<file path="src/rtl/alarm_clock_pkg.sv">
// Shared definitions for the alarm clock front end: edit FSM encoding,
// BCD field widths and limits, and the hour/minute increment helpers.
package alarm_clock_pkg;

    localparam int H1_W = 2;
    localparam int H0_W = 4;
    localparam int M1_W = 3;
    localparam int M0_W = 4;

    localparam int HOUR_MAX      = 23;
    localparam int MIN_TENS_LIM  = 5;
    localparam int DIGIT_LIM     = 9;

    localparam logic [H1_W-1:0] HOUR_TENS_MAX = H1_W'(HOUR_MAX / 10);
    localparam logic [H0_W-1:0] HOUR_ONES_MAX = H0_W'(HOUR_MAX % 10);
    localparam logic [M1_W-1:0] MIN_TENS_MAX  = M1_W'(MIN_TENS_LIM);
    localparam logic [H0_W-1:0] DIGIT_MAX     = H0_W'(DIGIT_LIM);

    typedef enum logic [1:0] {
        ST_IDLE       = 2'd0,
        ST_EDIT_TIME  = 2'd1,
        ST_EDIT_ALARM = 2'd2
    } edit_state_e;

    typedef struct packed {
        logic [H1_W-1:0] h1;
        logic [H0_W-1:0] h0;
        logic [M1_W-1:0] m1;
        logic [M0_W-1:0] m0;
    } bcd_time_t;

    // Invalid digits are not clamped; they count up and wrap at their field width.
    function automatic bcd_time_t inc_hours(input bcd_time_t t);
        bcd_time_t r;
        r = t;
        if (t.h1 == HOUR_TENS_MAX && t.h0 == HOUR_ONES_MAX) begin
            r.h1 = '0;
            r.h0 = '0;
        end else if (t.h0 == DIGIT_MAX) begin
            r.h0 = '0;
            r.h1 = t.h1 + H1_W'(1);
        end else begin
            r.h0 = t.h0 + H0_W'(1);
        end
        return r;
    endfunction

    function automatic bcd_time_t inc_minutes(input bcd_time_t t);
        bcd_time_t r;
        r = t;
        if (t.m0 == DIGIT_MAX) begin
            r.m0 = '0;
            r.m1 = (t.m1 == MIN_TENS_MAX) ? '0 : t.m1 + M1_W'(1);
        end else begin
            r.m0 = t.m0 + M0_W'(1);
        end
        return r;
    endfunction

endpackage

</file>
<file path="src/rtl/alarm_time_setter_btn_repeat.sv">
// Rising-edge detector plus hold-to-repeat counter for one increment button;
// emits a registered one-cycle step on the edge and on every repeat.
module btn_repeat #(
    parameter int unsigned REPEAT_DELAY  = 50_000_000,
    parameter int unsigned REPEAT_PERIOD = 10_000_000
) (
    input  logic clk,
    input  logic reset,
    input  logic btn,
    output logic step
);

    logic        prev_q, prev_d;
    logic        armed_q, armed_d;
    logic        rep_q, rep_d;
    logic        step_q, step_d;
    logic [31:0] cnt_q, cnt_d;
    logic        rise;

    // armed_q masks the first cycle after reset so a held button is not an edge.
    assign rise = btn & ~prev_q & armed_q;

    always_comb begin
        prev_d  = btn;
        armed_d = 1'b1;
        cnt_d   = cnt_q;
        rep_d   = rep_q;
        step_d  = 1'b0;
        if (!btn) begin
            cnt_d = '0;
            rep_d = 1'b0;
        end else if (rise) begin
            cnt_d  = 32'd1;
            rep_d  = 1'b0;
            step_d = 1'b1;
        end else if (cnt_q != '0) begin
            if ((!rep_q && cnt_q == REPEAT_DELAY) || (rep_q && cnt_q == REPEAT_PERIOD)) begin
                step_d = 1'b1;
                rep_d  = 1'b1;
                cnt_d  = 32'd1;
            end else begin
                cnt_d = cnt_q + 32'd1;
            end
        end
    end

    always_ff @(posedge clk) begin
        if (reset) begin
            prev_q  <= 1'b0;
            armed_q <= 1'b0;
            rep_q   <= 1'b0;
            step_q  <= 1'b0;
            cnt_q   <= '0;
        end else begin
            prev_q  <= prev_d;
            armed_q <= armed_d;
            rep_q   <= rep_d;
            step_q  <= step_d;
            cnt_q   <= cnt_d;
        end
    end

    assign step = step_q;

endmodule

</file>
<file path="src/rtl/alarm_time_setter.sv">
// Button-driven editor for the alarm clock's time/alarm load interface:
// captures or recalls BCD digits, edits them, and issues LD_time/LD_alarm strobes.
module alarm_time_setter #(
    parameter int unsigned REPEAT_DELAY   = 50_000_000,
    parameter int unsigned REPEAT_PERIOD  = 10_000_000,
    parameter int unsigned TIMEOUT_CYCLES = 1_000_000_000
) (
    input  logic       clk,
    input  logic       reset,
    input  logic       btn_mode,
    input  logic       btn_set,
    input  logic       btn_inc_h,
    input  logic       btn_inc_m,
    input  logic [1:0] H_cur1,
    input  logic [3:0] H_cur0,
    input  logic [2:0] M_cur1,
    input  logic [3:0] M_cur0,
    output logic [1:0] H_in1,
    output logic [3:0] H_in0,
    output logic [2:0] M_in1,
    output logic [3:0] M_in0,
    output logic       LD_time,
    output logic       LD_alarm,
    output logic [1:0] edit_mode
);
    import alarm_clock_pkg::*;

    logic        mode_prev_q, mode_prev_d, set_prev_q, set_prev_d;
    logic        armed_q, armed_d;
    logic        mode_e_q, mode_e_d, set_e_q, set_e_d;
    logic        step_h, step_m;
    edit_state_e state_q, state_d;
    bcd_time_t   time_q, time_d, shadow_q, shadow_d, cur_time;
    logic        ld_time_q, ld_time_d, ld_alarm_q, ld_alarm_d;
    logic [31:0] to_cnt_q, to_cnt_d;
    logic        any_evt, in_edit, timeout, strobe_busy;

    btn_repeat #(.REPEAT_DELAY(REPEAT_DELAY), .REPEAT_PERIOD(REPEAT_PERIOD)) u_rep_h (
        .clk(clk), .reset(reset), .btn(btn_inc_h), .step(step_h)
    );

    btn_repeat #(.REPEAT_DELAY(REPEAT_DELAY), .REPEAT_PERIOD(REPEAT_PERIOD)) u_rep_m (
        .clk(clk), .reset(reset), .btn(btn_inc_m), .step(step_m)
    );

    assign cur_time = {H_cur1, H_cur0, M_cur1, M_cur0};

    always_comb begin
        mode_prev_d = btn_mode;
        set_prev_d  = btn_set;
        armed_d     = 1'b1;
        mode_e_d    = btn_mode & ~mode_prev_q & armed_q;
        set_e_d     = btn_set & ~set_prev_q & armed_q;
    end

    assign any_evt     = mode_e_q | set_e_q | step_h | step_m;
    assign in_edit     = (state_q != ST_IDLE);
    assign timeout     = in_edit && !any_evt && (to_cnt_q == TIMEOUT_CYCLES - 1);
    // A capture right after a strobe would disturb the digits the clock is loading.
    assign strobe_busy = ld_time_q | ld_alarm_q;

    always_ff @(posedge clk) begin
        if (reset) begin
            state_q <= ST_IDLE;
        end else begin
            state_q <= state_d;
        end
    end

    always_comb begin
        state_d = state_q;
        unique case (state_q)
            ST_IDLE: begin
                if (mode_e_q && !strobe_busy) state_d = ST_EDIT_TIME;
            end
            ST_EDIT_TIME: begin
                if (mode_e_q)                state_d = ST_EDIT_ALARM;
                else if (set_e_q || timeout) state_d = ST_IDLE;
            end
            ST_EDIT_ALARM: begin
                if (mode_e_q || set_e_q || timeout) state_d = ST_IDLE;
            end
            default: state_d = ST_IDLE;
        endcase
    end

    always_comb begin
        time_d     = time_q;
        shadow_d   = shadow_q;
        ld_time_d  = 1'b0;
        ld_alarm_d = 1'b0;
        to_cnt_d   = (!in_edit || any_evt) ? '0 : to_cnt_q + 32'd1;
        unique case (state_q)
            ST_IDLE: begin
                if (mode_e_q && !strobe_busy) time_d = cur_time;
            end
            ST_EDIT_TIME: begin
                if (mode_e_q) begin
                    time_d = shadow_q;
                end else if (set_e_q) begin
                    ld_time_d = 1'b1;
                end else begin
                    if (step_h) time_d = inc_hours(time_d);
                    if (step_m) time_d = inc_minutes(time_d);
                end
            end
            ST_EDIT_ALARM: begin
                if (!mode_e_q && set_e_q) begin
                    ld_alarm_d = 1'b1;
                    shadow_d   = time_q;
                end else if (!mode_e_q) begin
                    if (step_h) time_d = inc_hours(time_d);
                    if (step_m) time_d = inc_minutes(time_d);
                end
            end
            default: ;
        endcase
    end

    always_ff @(posedge clk) begin
        if (reset) begin
            mode_prev_q <= 1'b0;
            set_prev_q  <= 1'b0;
            armed_q     <= 1'b0;
            mode_e_q    <= 1'b0;
            set_e_q     <= 1'b0;
            time_q      <= '0;
            shadow_q    <= '0;
            ld_time_q   <= 1'b0;
            ld_alarm_q  <= 1'b0;
            to_cnt_q    <= '0;
        end else begin
            mode_prev_q <= mode_prev_d;
            set_prev_q  <= set_prev_d;
            armed_q     <= armed_d;
            mode_e_q    <= mode_e_d;
            set_e_q     <= set_e_d;
            time_q      <= time_d;
            shadow_q    <= shadow_d;
            ld_time_q   <= ld_time_d;
            ld_alarm_q  <= ld_alarm_d;
            to_cnt_q    <= to_cnt_d;
        end
    end

    assign H_in1     = time_q.h1;
    assign H_in0     = time_q.h0;
    assign M_in1     = time_q.m1;
    assign M_in0     = time_q.m0;
    assign LD_time   = ld_time_q;
    assign LD_alarm  = ld_alarm_q;
    assign edit_mode = state_q;

endmodule
</file>
<file path="config.mk">
export PLATFORM = sky130hd
export DESIGN_NAME = alarm_time_setter
export DESIGN_NICKNAME = d
export VERILOG_FILES = /design/src/rtl/alarm_clock_pkg.sv /design/src/rtl/alarm_time_setter_btn_repeat.sv /design/src/rtl/alarm_time_setter.sv
export SDC_FILE = /design/constraint.sdc
export NUM_CORES = 1
export LEC_CHECK = 0
export BUFFER_PORTS_ARGS = -buffer_cell sky130_fd_sc_hd__buf_2
export CORE_UTILIZATION = 40
export CTS_CLUSTER_SIZE = 25
export DETAILED_ROUTE_END_ITERATION = 6
export PLACE_DENSITY = 0.55
export SLEW_MARGIN = 20
export SYNTH_ARGS = -nofsm -noshare
export SYNTH_HDL_FRONTEND = slang
export SYNTH_SLANG_ARGS = --single-unit
</file>
<file path="constraint.sdc">
create_clock -name clk -period 4.2 [get_ports clk]
set_clock_uncertainty 0.2 [all_clocks]
set_input_delay 0.63 -clock clk [delete_from_list [all_inputs] [get_ports clk]]
set_output_delay 0.63 -clock clk [all_outputs]
set_load 0.005 [all_outputs]
</file>
==> summary.md, run 1 <==
| Metric | Value |
|---|---|
| Status | completed |
| Sw Share | 20.6% |
| Die Wd | about 130 um |
| Layout cells sized above 1 | just over 10% |
| # hold bufs at CTS | 0 |
| Reg-to-reg slack, setup | 1350 ps |
| Total grt overflow | 0 |
| Cts repair resizes | 0 |
| R2R Path End | to_cnt_q[31] |
| Critical Path Start | edit_mode[0] |
| Largest family of logic cells by synthesized area | simple AND/OR/NAND/NOR gates |
| Synth Cell Area | roughly 6700 sq um |
| Hold/Removal Path Class | reg -> reg |
| Syn_nets | around 840 |
| Yosys top cell area share | 41.0% |
| DRC | 0 |
| Global-route wire length before repair | between 20 and 30 mm |
| Critical Path End | to_cnt_q[31] |
| Largest net degree at the start of global routing | 32 |
| Largest cells by area after synthesis | dfxtp_1, nor2_1, xor2_1 |
| Max Buffers Root-to-Sink | 2 |
| Max Cap Viol | 0 |
| Final period demand of the worst path | about 2800 ps |
| Antenna violations before repair | 2 |
| Sequential share of power | between 40% and 50% |
| Comb pwr share | about 3.3% |
| Latest clock arrival within the worst-skew pair | between 400 and 500 ps |
| Die Y-Extent | between 100 and 150 um |
| Fin cells | around 1100 |
| CP endpoint kind | register |
| Worst VDD drop | ~0.3 mV |
| Int Power | about 2.5 mW |
| Worst-Margin Slew | ~840 ps |
| DRT Pass-1 Iters | 5 |
| Final total power | ~3.1 mW |
| Final Setup Violations | 0 |
| Root Driver | clkbuf_16 |
| Vias in the first global route | between 5000 and 6000 |
| P_leak | between 2 and 3 nW |
| Die footprint | between 15000 and 20000 sq um |
| Routed Wire Length | about 15 mm |
| Synth area leader | dfxtp_1 |
| Crit path largest cell delay | just over 700 ps |
| FP Rows | 46 |
| Distinct cells, synth | between 60 and 70 |
| Buffers on Ports | 35 |
| Synthesized area per cell | a little over 8 sq um |
| Drt via density | 5.42 |
| Fin crit share | about 68% |
| Setup Total Neg Slack | 0 ps |
| Clock Sink Count | 137 |
| CTS tree | yes |
| Htree depth | 4 |
| Max Slew Vio Count | 0 |
| Tot GR Track Use | 18.4% |
| CP arrival | 3000 ps |
| Vias | between 5000 and 6000 |
| XOR/XNOR share of the synthesized area | a little over a tenth |
| Clock share of power | approximately 54% |
| F_max | ~350 MHz |
| Routability cong. | ~0.83 |
| Post-Synth Adder-Cell Area | roughly 2.6% |
| Number of synthesized flops with an enable pin | 0 |
| Reg-to-Reg Start | edit_mode[0] |
| Clock slew at reported path FFs | 60 ps |
| Core area | 16100 sq um |
| Post-Synth Simple-Gate Area | a little under a third |
| Layout fillers | 1558 |
| Syn-to-layout area delta | 14.5% |
| Final-report hold violation count | 0 |
| Detail-routed net length per standard cell | 14.5 um |
| Yosys warnings | 0 |
| DR iter-0 viols | around 400 |
| Sequential share of the synthesized area | about 41% |
| Setup Crit Path Kind | reg -> reg |
| CP max FO | 20 |
| I/O pins | 36 |
| Mux cell area share after synthesis | 0.917% |
| WP data required | ~4400 ps |
| PwrDens | 411 nW/um^2 |
| Worst-case reg-to-reg path depth | 6 |
| Starting Density | a little over 40% |
| WHS Path Cells | 1 |
| Multi-input combinational cell area | 3650 sq um |
| Cells after synthesis | 806 |
| Number of CTS-inserted buffers | 17 |
| Async set or reset register ratio after synthesis | 0% |
| Antenna viol nets, final | 0 |
| Synth Register Bits | roughly 140 |
| Unrepaired setup endpoints after global routing | no |
| Crit path cell chain | inv_1, ha_1, nor4b_1, nand2_1, buf_4, a21oi_1 |
| Postcts setup bufs | 0 |
| Dpl cells | 1024 |
| Crit path launch type | register |
| Final-stage net count | 860 |
| Synth Area in Compound Gates | between 10 and 15% |
| Main synth FF type | dfxtp_1 |
| Register Area | between 2000 and 3000 sq um |
| Relative slew margins | 43.3% |
| Slowest CP cell | nor4b_1 |
| Detailed Place HPWL | ~11 mm |
| Sw power | approximately 0.65 mW |
-- synthesized netlist by cell type, types with 3 or more instances --
cell type,instances
a21oi_1,38
a31oi_1,5
and3_1,14
and3b_1,3
and4_1,5
buf_2,7
buf_6,4
clkbuf_1,22
dfxtp_1,137
ha_1,14
inv_1,32
mux2i_1,5
nand2_1,78
nand2b_1,3
nand3_1,37
nand4_1,44
nand4_2,3
nor2_1,110
nor2b_1,6
nor3_1,32
nor4_1,16
nor4_2,3
o2111ai_1,5
o211ai_1,6
o21ai_0,21
o311ai_0,3
o31ai_1,6
o32ai_1,3
or2_2,3
or3_1,11
or4_1,9
xnor2_1,37
xor2_1,45
-- state kept, by name, indices dropped and copies added, names as in the netlist, 2 cells and up --
name and flops:
H_in0 4, H_in1 2, M_in0 4, M_in1 3, edit_mode 2, shadow_q 13, to_cnt_q 32, u_rep_h.cnt_q 32
u_rep_m.cnt_q 32
-- layer usage --
| layer | vias up | track usage, % | part of all wire [%] |
|---|---|---|---|
| met1 | 2704 | 23.9 | 48 |
| met4 | 2 | 5.49 | 0.78 |
| met5 | - | 0 | 0.072 |
| li1 | 2897 | - | - |
| met2 | 112 | 29.8 | 47 |
| met3 | 14 | 4.98 | 4.8 |
-- worst min-delay path by stage --
| stage | slack [ps] | end | start |
|---|---|---|---|
| 2_1_floorplan | 210 | to_cnt_q[0] | to_cnt_q[0] |
| 3_3_place_gp | 230 | to_cnt_q[0] | to_cnt_q[0] |
| 3_5_place_dp | 230 | to_cnt_q[0] | to_cnt_q[0] |
| 4_1_cts | 240 | to_cnt_q[0] | to_cnt_q[0] |
| 5_1_grt | 270 | shadow_q[10] | shadow_q[10] |
| 6_report | 240 | to_cnt_q[0] | to_cnt_q[0] |
-- worst max-delay path: cells and delay by family (launching register included) --
family	cells	cell delay, ps
buffers and inverters	2	460
and+or+nand+nor	2	1350
DFF	1	410
adders and majority gates	1	230
AOI/OAI and AO/OA	1	130
-- layout by cell type, fill, tap and decap left out, types with 9 or more instances in the layout --
cell type,instances
nor4_1,16
o21ai_0,21
clkbuf_16,17
or3_1,11
a21oi_1,38
dfxtp_1,137
nand4_1,44
and3_1,14
xnor2_1,37
nand2_1,78
nor2_1,110
nor3_1,32
inv_1,32
buf_2,35
or4_1,9
nand3_1,37
ha_1,14
xor2_1,45
-- per-stage QoR --
step	util [%]	cell area (sq um)	hold WS (ps)	setup slack, ps
2_1_floorplan	-	6680	213	2050
3_3_place_gp	43.3	6980	225	1420
3_5_place_dp	43.3	6980	234	1270
4_1_cts	47.5	7650	244	1350
5_1_grt	47.5	7650	274	986
6_report	47.5	7650	243	1350
-- power by group through the flow --
stage | combinational [mW] | clock, mW | sequential [mW]
after floorplan | 0.0717 | 0 | 1.35
after global placement | 0.101 | 0 | 1.36
after detailed placement | 0.103 | 0 | 1.36
after CTS | 0.104 | 1.74 | 1.33
after global routing | 0.115 | 1.80 | 1.33
final | 0.103 | 1.71 | 1.33
-- final cells by class --
cell class | count | share of cell area (%)
multi-input combinational | 601 | 47.6
sequential | 137 | 35.8
tap | 216 | 3.53
timing repair buffer | 38 | 2.58
inverter | 32 | 1.57
antenna | 1 | 0.0327
clock buffer | 19 | 5.92
clock inverter | 13 | 2.91
-- logic make-up (layout without fill, tap and decap cells) --
| logic type | Yosys count | in the layout |
|---|---|---|
| and+or+nand+nor | 394 | 394 |
| DFF | 137 | 137 |
| AOI/OAI and AO/OA | 105 | 105 |
| xor gates and xnor gates | 82 | 82 |
| buffers and inverters | 68 | 102 |
| adders and majority gates | 14 | 14 |
| muxes | 6 | 6 |
| other | 0 | 1 |
Power figures use the tool's default switching activity.
==> inputs of run 2 (changes only) <==
Settings changed: ABC_AREA from default to 1.
Clock period 4.2 ns to 2.67 ns, I/O delays scaled along.
==> run 2 against run 1 <==
Net effect: setup slack worse by 810 ps; synthesized area is 17% higher; fmax is 34% higher; power is 110% higher; clock power is 64% higher; die area is 16% higher; cell count is 43% higher; final area is 17% higher; critical path type unchanged; via count is 28% higher.
==> summary.md, run 2 <==
| Metric | Value |
|---|---|
| Antenna violations before repair | 0 (was 2) |
| Final WS setup | 538 ps (was 1350 ps) |
| Global-route wire length before repair | 33.2 mm (was 26.1 mm) |
| CP arrival | 2220 ps (was 3000 ps) |
| Routed Wire Length | 19.9 mm (was 15.3 mm) |
| Max Cap Viol | 0 (unchanged) |
| Number of CTS-inserted buffers | 17 (unchanged) |
| DRT Pass-1 Iters | 5 (unchanged) |
| DR WL met2 | 8.89 mm (was 7.15 mm) |
| Multi-input combinational cell area | 4360 sq um (was 3650 sq um) |
| Pre-CTS setup slack | 569 ps (was 1270 ps) |
| Largest net degree at the start of global routing | 28 (was 32) |
| DR iter-0 viols | 515 (was 392) |
| Layout fillers | 2050 (was 1558) |
| Sw power | 1.99 mW (was 0.648 mW) |
| Unrepaired setup endpoints after global routing | no (unchanged) |
| Hold/Removal Path Class | in -> reg (was reg -> reg) |
| Met3 wire length | 804 um (was 730 um) |
| Count leader, synth | nand2_1 (was dfxtp_1) |
| Vias | 7352 (was 5729) |
| Buffers on Ports | 35 (unchanged) |
| F_max | 469 MHz (was 351 MHz) |
| Largest cells by area after synthesis | dfxtp_1, nand2_1, nor2_1 (was dfxtp_1, nor2_1, xor2_1) |
| Synth Cell Area | 7790 sq um (was 6680 sq um) |
| Async set or reset register ratio after synthesis | 0% (unchanged) |
| Antenna viol nets, final | 0 (unchanged) |
| Sw Share | 30.5% (was 20.6%) |
| Yosys warnings | 0 (unchanged) |
| Biggest regs | to_cnt_q: 32 flops, u_rep_h.cnt_q: 32 flops, u_rep_m.cnt_q: 32 flops (unchanged) |
| CTS tree | yes (unchanged) |
| Most frequent cells in the layout | nand2_1, nor2_1, inv_1 (was dfxtp_1, nor2_1, nand2_1) |
| Final-stage net count | 1272 (was 860) |
| Distinct cells, synth | 43 (was 63) |
| Die Y-Extent | 142 um (was 131 um) |
| Total grt overflow | 0 (unchanged) |
| Crit path cell chain | inv_1, ha_1, inv_1, nor2_1, nand2_1, o21ai_0, a21oi_1 (was inv_1, ha_1, nor4b_1, nand2_1, buf_4, a21oi_1) |
| Synthesized area per cell | 6.50 sq um (was 8.29 sq um) |
| Yosys top cell area share | 35.2% (was 41.0%) |
| Number of synthesized flops with an enable pin | 0 (unchanged) |
| Max Slew Vio Count | 0 (unchanged) |
| DRC | 0 (unchanged) |
| Max Buffers Root-to-Sink | 2 (unchanged) |
| Postcts setup bufs | 0 (unchanged) |
| Clock Sink Count | 137 (unchanged) |
| Routability cong. | 0.896 (was 0.835) |
| Final Setup Violations | 0 (unchanged) |
| Relative slew margins | 58.9% (was 43.3%) |
| Cells after synthesis | 1198 (was 806) |
| Main synth FF type | dfxtp_1 (unchanged) |
| Synth Register Bits | 137 (unchanged) |
| Crit path buf inv count | 2 (unchanged) |
| Ant diodes | 0 (was 1) |
| Die footprint | 20000 sq um (was 17200 sq um) |
| Comb pwr share | 20.8% (was 3.3%) |
| Starting Density | 41.2% (was 41.5%) |
| Syn-to-layout area delta | 14.6% (was 14.5%) |
| Setup Total Neg Slack | 0 ps (unchanged) |
| Synth area leader | dfxtp_1 (unchanged) |
| Worst-Margin Slew | 616 ps (was 844 ps) |
| Latest clock arrival within the worst-skew pair | 430 ps (was 420 ps) |
| Final-report hold violation count | 0 (unchanged) |
| Clock share of power | 43.0% (was 54.4%) |
| Most common library cells after synthesis | nand2_1, nor2_1, inv_1, dfxtp_1, nand3_1 (was dfxtp_1, nor2_1, nand2_1, xor2_1, nand4_1) |
| Die Wd | 142 um (was 131 um) |
| FP Rows | 50 (was 46) |
| Detail-routed net length per standard cell | 13.2 um (was 14.5 um) |
| I/O pins | 36 (unchanged) |
| Register Area | 2740 sq um (unchanged) |
| Root Driver | clkbuf_16 (unchanged) |
| Tot GR Track Use | 20.9% (was 18.4%) |
| WP data required | 2750 ps (was 4350 ps) |
| Status | completed (unchanged) |
| PwrDens | 729 nW/um^2 (was 411 nW/um^2) |
| Core area | 18900 sq um (was 16100 sq um) |
| CP max FO | 22 (was 20) |
| Setup Crit Path Kind | reg -> reg (unchanged) |
| Worst VDD drop | 0.459 mV (was 0.300 mV) |
| Vias in the first global route | 6794 (was 5423) |
| Layout cells sized above 1 | 9.82% (was 10.2%) |
| Sequential share of power | 36.2% (was 42.3%) |
| Wire length on met1 | 9.92 mm (was 7.27 mm) |
| Top routing layer in use | met4 (was met5) |
| Detailed Place HPWL | 15.0 mm (was 10.5 mm) |
| Drt via density | 4.86 (was 5.42) |
| Slowest CP cell | nand2_1 (was nor4b_1) |
| CP endpoint kind | register (unchanged) |
| CP top delay family | simple AND/OR/NAND/NOR gates (unchanged) |
| Syn_nets | 1231 (was 839) |
| Final period demand of the worst path | 2130 ps (was 2850 ps) |
| P_leak | 3.31 nW (was 2.60 nW) |
| Crit path largest cell delay | 460 ps (was 720 ps) |
| Clock slew at reported path FFs | 60 ps (about the same) |
| Sequential share of the synthesized area | 35.2% (was 41.0%) |
| Crit path launch type | register (unchanged) |
| Htree depth | 4 (unchanged) |
| Commonest non-fill, non-tap cell in the layout | nand2_1 (was dfxtp_1) |
| Fin crit share | 79.9% (was 67.8%) |
| Int Power | 4.52 mW (was 2.49 mW) |
| Most frequent CP cell | inv_1 |
run 2: worst paths after layout:
| check | start | to | slack, ps | cells after the start |
|---|---|---|---|---|
| worst max-delay path | edit_mode[0] | shadow_q[11] | 540 | 7 |
| worst min register to register | mode_prev_q | mode_e_q | 190 | 1 |
| worst max register to register | edit_mode[0] | shadow_q[11] | 540 | 7 |
| worst min-delay path | btn_mode | mode_prev_q | 50 | 3 |
run 2: through the flow:
stage | hold slack (ps) | cell area (sq um) | power (mW) | util, % | cells
after floorplan | 173 | 7790 | 3.33 | - | 1198
after global placement | 178 | 8220 | 3.75 | 43.5 | 1479
after detailed placement | 190 | 8220 | 3.75 | 43.5 | 1479
after CTS | 37.7 | 8920 | 6.56 | 47.2 | 1512
after global routing | 37.1 | 8920 | 6.89 | 47.2 | 1512
final | 48.9 | 8920 | 6.50 | 47.2 | 1512
run 2: worst min-delay path, delay by kind of cell:
kind	cells	cell delay, ps
buf+inv	2	140
simple gates	1	90
run 2: layout make-up:
type | instances | area share, %
Clock buffer | 20 | 5.01
Clock inverter | 12 | 2.75
Inverter | 159 | 6.69
Multi-Input combinational cell | 885 | 48.8
Sequential cell | 137 | 30.7
Tap cell | 260 | 3.65
Timing Repair Buffer | 39 | 2.33
run 2: logic make-up after synthesis:
group                    after synthesis  share of synthesized area, %
AND/OR/NAND/NOR                      711                          40.6
XOR/XNOR                              46                          5.17
buffers and inverters                176                          8.84
adder cells (fa/ha/maj)               14                          2.25
AO/OA/AOI/OAI                        114                          7.94
flip-flops                           137                          35.2
run 2: timing repair:
item / 4_1_cts / 5_1_grt
endpoints found under the hold margin: 1 / 0
hold buffers: 1 / 0
resized for setup: 0 / 0
run 2: power groups by stage:
stage	registers (mW)	logic (mW)	clock network, mW
final	2.35	1.35	2.80
after global routing	2.37	1.57	2.94
after CTS	2.35	1.37	2.84
after detailed placement	2.40	1.36	0
after global placement	2.40	1.35	0
after floorplan	2.36	0.974	0
run 2: layer usage:
layer,vias to the layer above,global-route usage [%]
li1,3885,-
met1,3286,27.9
met2,153,34.0
met3,28,4.15
met4,0,6.00
met5,-,0
==> inputs of run 3 (changes only) <==
Clock period 2.67 ns to 2.05 ns, I/O delays scaled along.
==> run 3 against run 2 <==
Net effect: highest routed layer unchanged; final area increased by 2.7%; first-iteration DRC count down 1.6%; combinational power increased by 49%; register-to-register slack lost 400 ps; power is 35% higher; cell count up 1.3%; die area unchanged.
==> summary.md, run 3 (synthesis results as in run 2) <==
| Metric | Value |
|---|---|
| Fin cells | 1532 (was 1512) |
| Drt via density | 4.80 (was 4.86) |
| I/O pins | 36 (unchanged) |
| Final total power | 8.80 mW (was 6.50 mW) |
| Final period demand of the worst path | 1910 ps (was 2130 ps) |
| Largest net degree at the start of global routing | 29 (was 28) |
| Routability cong. | 0.864 (was 0.896) |
| Latest clock arrival within the worst-skew pair | 420 ps (was 430 ps) |
| Worst hold endpoint | u_rep_m.prev_q (was mode_prev_q) |
| Commonest non-fill, non-tap cell in the layout | nand2_1 (unchanged) |
| Hold/Removal Path Class | in -> reg (unchanged) |
| Reg-to-reg slack, setup | 140 ps (was 540 ps) |
| WP data required | 2170 ps (was 2750 ps) |
| Vias | 7354 (was 7352) |
| Number of CTS-inserted buffers | 17 (unchanged) |
| Reg-to-Reg Start | u_rep_m.cnt_q[12] (was edit_mode[0]) |
| Clock Sink Count | 137 (unchanged) |
| Area post-placement | 8350 sq um (was 8220 sq um) |
| Detailed Place HPWL | 15.2 mm (was 15.0 mm) |
| DR iter-0 viols | 507 (was 515) |
| WHS Path Cells | 3 (unchanged) |
| Grt peak-use layer | met2 (unchanged) |
| Layout cells sized above 1 | 11.6% (was 9.82%) |
| Max Buffers Root-to-Sink | 2 (unchanged) |
| PwrDens | 961 nW/um^2 (was 729 nW/um^2) |
| Final WS setup | 138 ps (was 538 ps) |
| CP endpoint kind | register (unchanged) |
| Buffers on Ports | 35 (unchanged) |
| Die Wd | 142 um (unchanged) |
| Met2 GRT Util | 33.3% (was 34.0%) |
| Total grt overflow | 0 (unchanged) |
| CP max FO | 5 (was 22) |
| Die footprint | 20000 sq um (unchanged) |
| Layout fillers | 1967 (was 2050) |
| GRT met1 Usage | 29.1% (was 27.9%) |
| HP Start | btn_inc_m (was btn_mode) |
| Worst VDD drop | 0.647 mV (was 0.459 mV) |
| Final-stage net count | 1293 (was 1272) |
| Relative slew margins | 68.4% (was 58.9%) |
| Worst-Margin Slew | 473 ps (was 616 ps) |
| Design Area, Final | 9160 sq um (was 8920 sq um) |
| DRC | 0 (unchanged) |
| Die Y-Extent | 142 um (unchanged) |
| Final-report hold violation count | 0 (unchanged) |
| P_leak | 3.43 nW (was 3.31 nW) |
| Routed Wire Length | 20.2 mm (was 19.9 mm) |
| Worst-case reg-to-reg path depth | 7 (unchanged) |
| Max Slew Vio Count | 0 (unchanged) |
| DRT Pass-1 Iters | 5 (unchanged) |
| Starting Density | 41.2% (unchanged) |
| Tot GR Track Use | 21.0% (was 20.9%) |
| Antenna violations before repair | 0 (unchanged) |
| Antenna viol nets, final | 0 (unchanged) |
| Ant diodes | 0 (unchanged) |
| Met3 Use GR | 4.22% (was 4.15%) |
| CP arrival | 2030 ps (was 2220 ps) |
| Syn-to-layout area delta | 17.6% (was 14.6%) |
| CTS tree | yes (unchanged) |
| Htree depth | 4 (unchanged) |
| Setup Crit Path Kind | reg -> reg (unchanged) |
| Final Setup Violations | 0 (unchanged) |
| Setup Total Neg Slack | 0 ps (unchanged) |
| Root Driver | clkbuf_16 (unchanged) |
| Biggest regs | to_cnt_q: 32 flops, u_rep_h.cnt_q: 32 flops, u_rep_m.cnt_q: 32 flops (unchanged) |
| Core area | 18900 sq um (unchanged) |
| Vias in the first global route | 6809 (was 6794) |
| Crit path launch type | register (unchanged) |
| Postcts setup bufs | 0 (unchanged) |
| Clock slew at reported path FFs | 60 ps (about the same) |
| Dpl cells | 1495 (was 1479) |
| Status | completed (unchanged) |
| Pre-CTS setup slack | 20.9 ps (was 569 ps) |
| Max Cap Viol | 0 (unchanged) |
| FP Rows | 50 (unchanged) |
| R2R Path End | u_rep_m.cnt_q[29] (was shadow_q[11]) |
| Most frequent cells in the layout | nand2_1, nor2_1, inv_1 (unchanged) |
| Detail-routed net length per standard cell | 13.2 um (about the same) |
| Fin crit share | 93.3% (was 79.9%) |
| F_max | 523 MHz (was 469 MHz) |
| Global-route wire length before repair | 33.3 mm (was 33.2 mm) |
run 3: cell types whose count changed in the layout (fill, tap and decap cells not counted), moves of 2 or more:
| cell | before | now |
|---|---|---|
| buf_4 | 3 | 18 |
| dlygate4sd3_1 | 1 | 5 |
| dfxtp_1 | 137 | 135 |
| inv_1 | 153 | 151 |
| nand2_1 | 279 | 277 |
run 3: critical path, cell delays in order, from the launching register on:
cell and delay (ps):
dfxtp_1 460, nand2_1 160, nor2_1 230, nand2_1 80, nor2_1 260, nand4_1 200, xor2_1 170, nor2_1 50
run 3: power breakdown:
| group | leakage [nW] | internal (mW) | switching [mW] |
|---|---|---|---|
| combinational | 1.99 | 0.766 | 1.25 |
| clock | 0.332 | 2.55 | 1.20 |
| sequential | 1.11 | 2.84 | 0.194 |
run 3: timing repair:
| item | 4_1_cts | 5_1_grt |
|---|---|---|
| pin swaps | 0 | 4 |
| hold endpoints to repair | 7 | 0 |
| hold buffers | 5 | 0 |
| gates resized for setup | 1 | 11 |
| endpoints found under the setup margin | 2 | 42 |
| gates cloned | 0 | 1 |
run 3: area by class of cell:
type / instances / area [sq um] / share of cell area (%)
inverter: 159 / 599 / 6.54
clock buffer: 19 / 443 / 4.84
clock inverter: 12 / 270 / 2.95
tap: 260 / 325 / 3.55
multi-input combinational: 886 / 4390 / 48.0
sequential: 137 / 2750 / 30.0
timing repair buffer: 59 / 380 / 4.15
run 3: metrics by stage:
step | hold WS [ps] | utilization [%]
after floorplan | 173 | -
after global placement | 178 | 44.2
after detailed placement | 181 | 44.2
after CTS | 20.0 | 48.3
after global routing | 35.6 | 48.5
final | 36.2 | 48.5
run 3: worst max path at each step:
stage,startpoint,endpoint,depth (start not counted),slack (ps)
global route,edit_mode[1],H_in0[2],10,-9
finish,u_rep_m.cnt_q[12],u_rep_m.cnt_q[29],7,140
floorplan,edit_mode[0],H_in1[1],7,240
global placement,edit_mode[0],to_cnt_q[6],8,80
detailed placement,edit_mode[0],to_cnt_q[11],8,20
CTS,edit_mode[0],M_in1[2],8,50
run 3: metal layers:
| layer | up-vias | share of wire (%) |
|---|---|---|
| li1 | 3918 | - |
| met1 | 3262 | 50 |
| met2 | 143 | 45 |
| met3 | 31 | 4.0 |
| met4 | 0 | 1.3 |
| met5 | - | 0 |
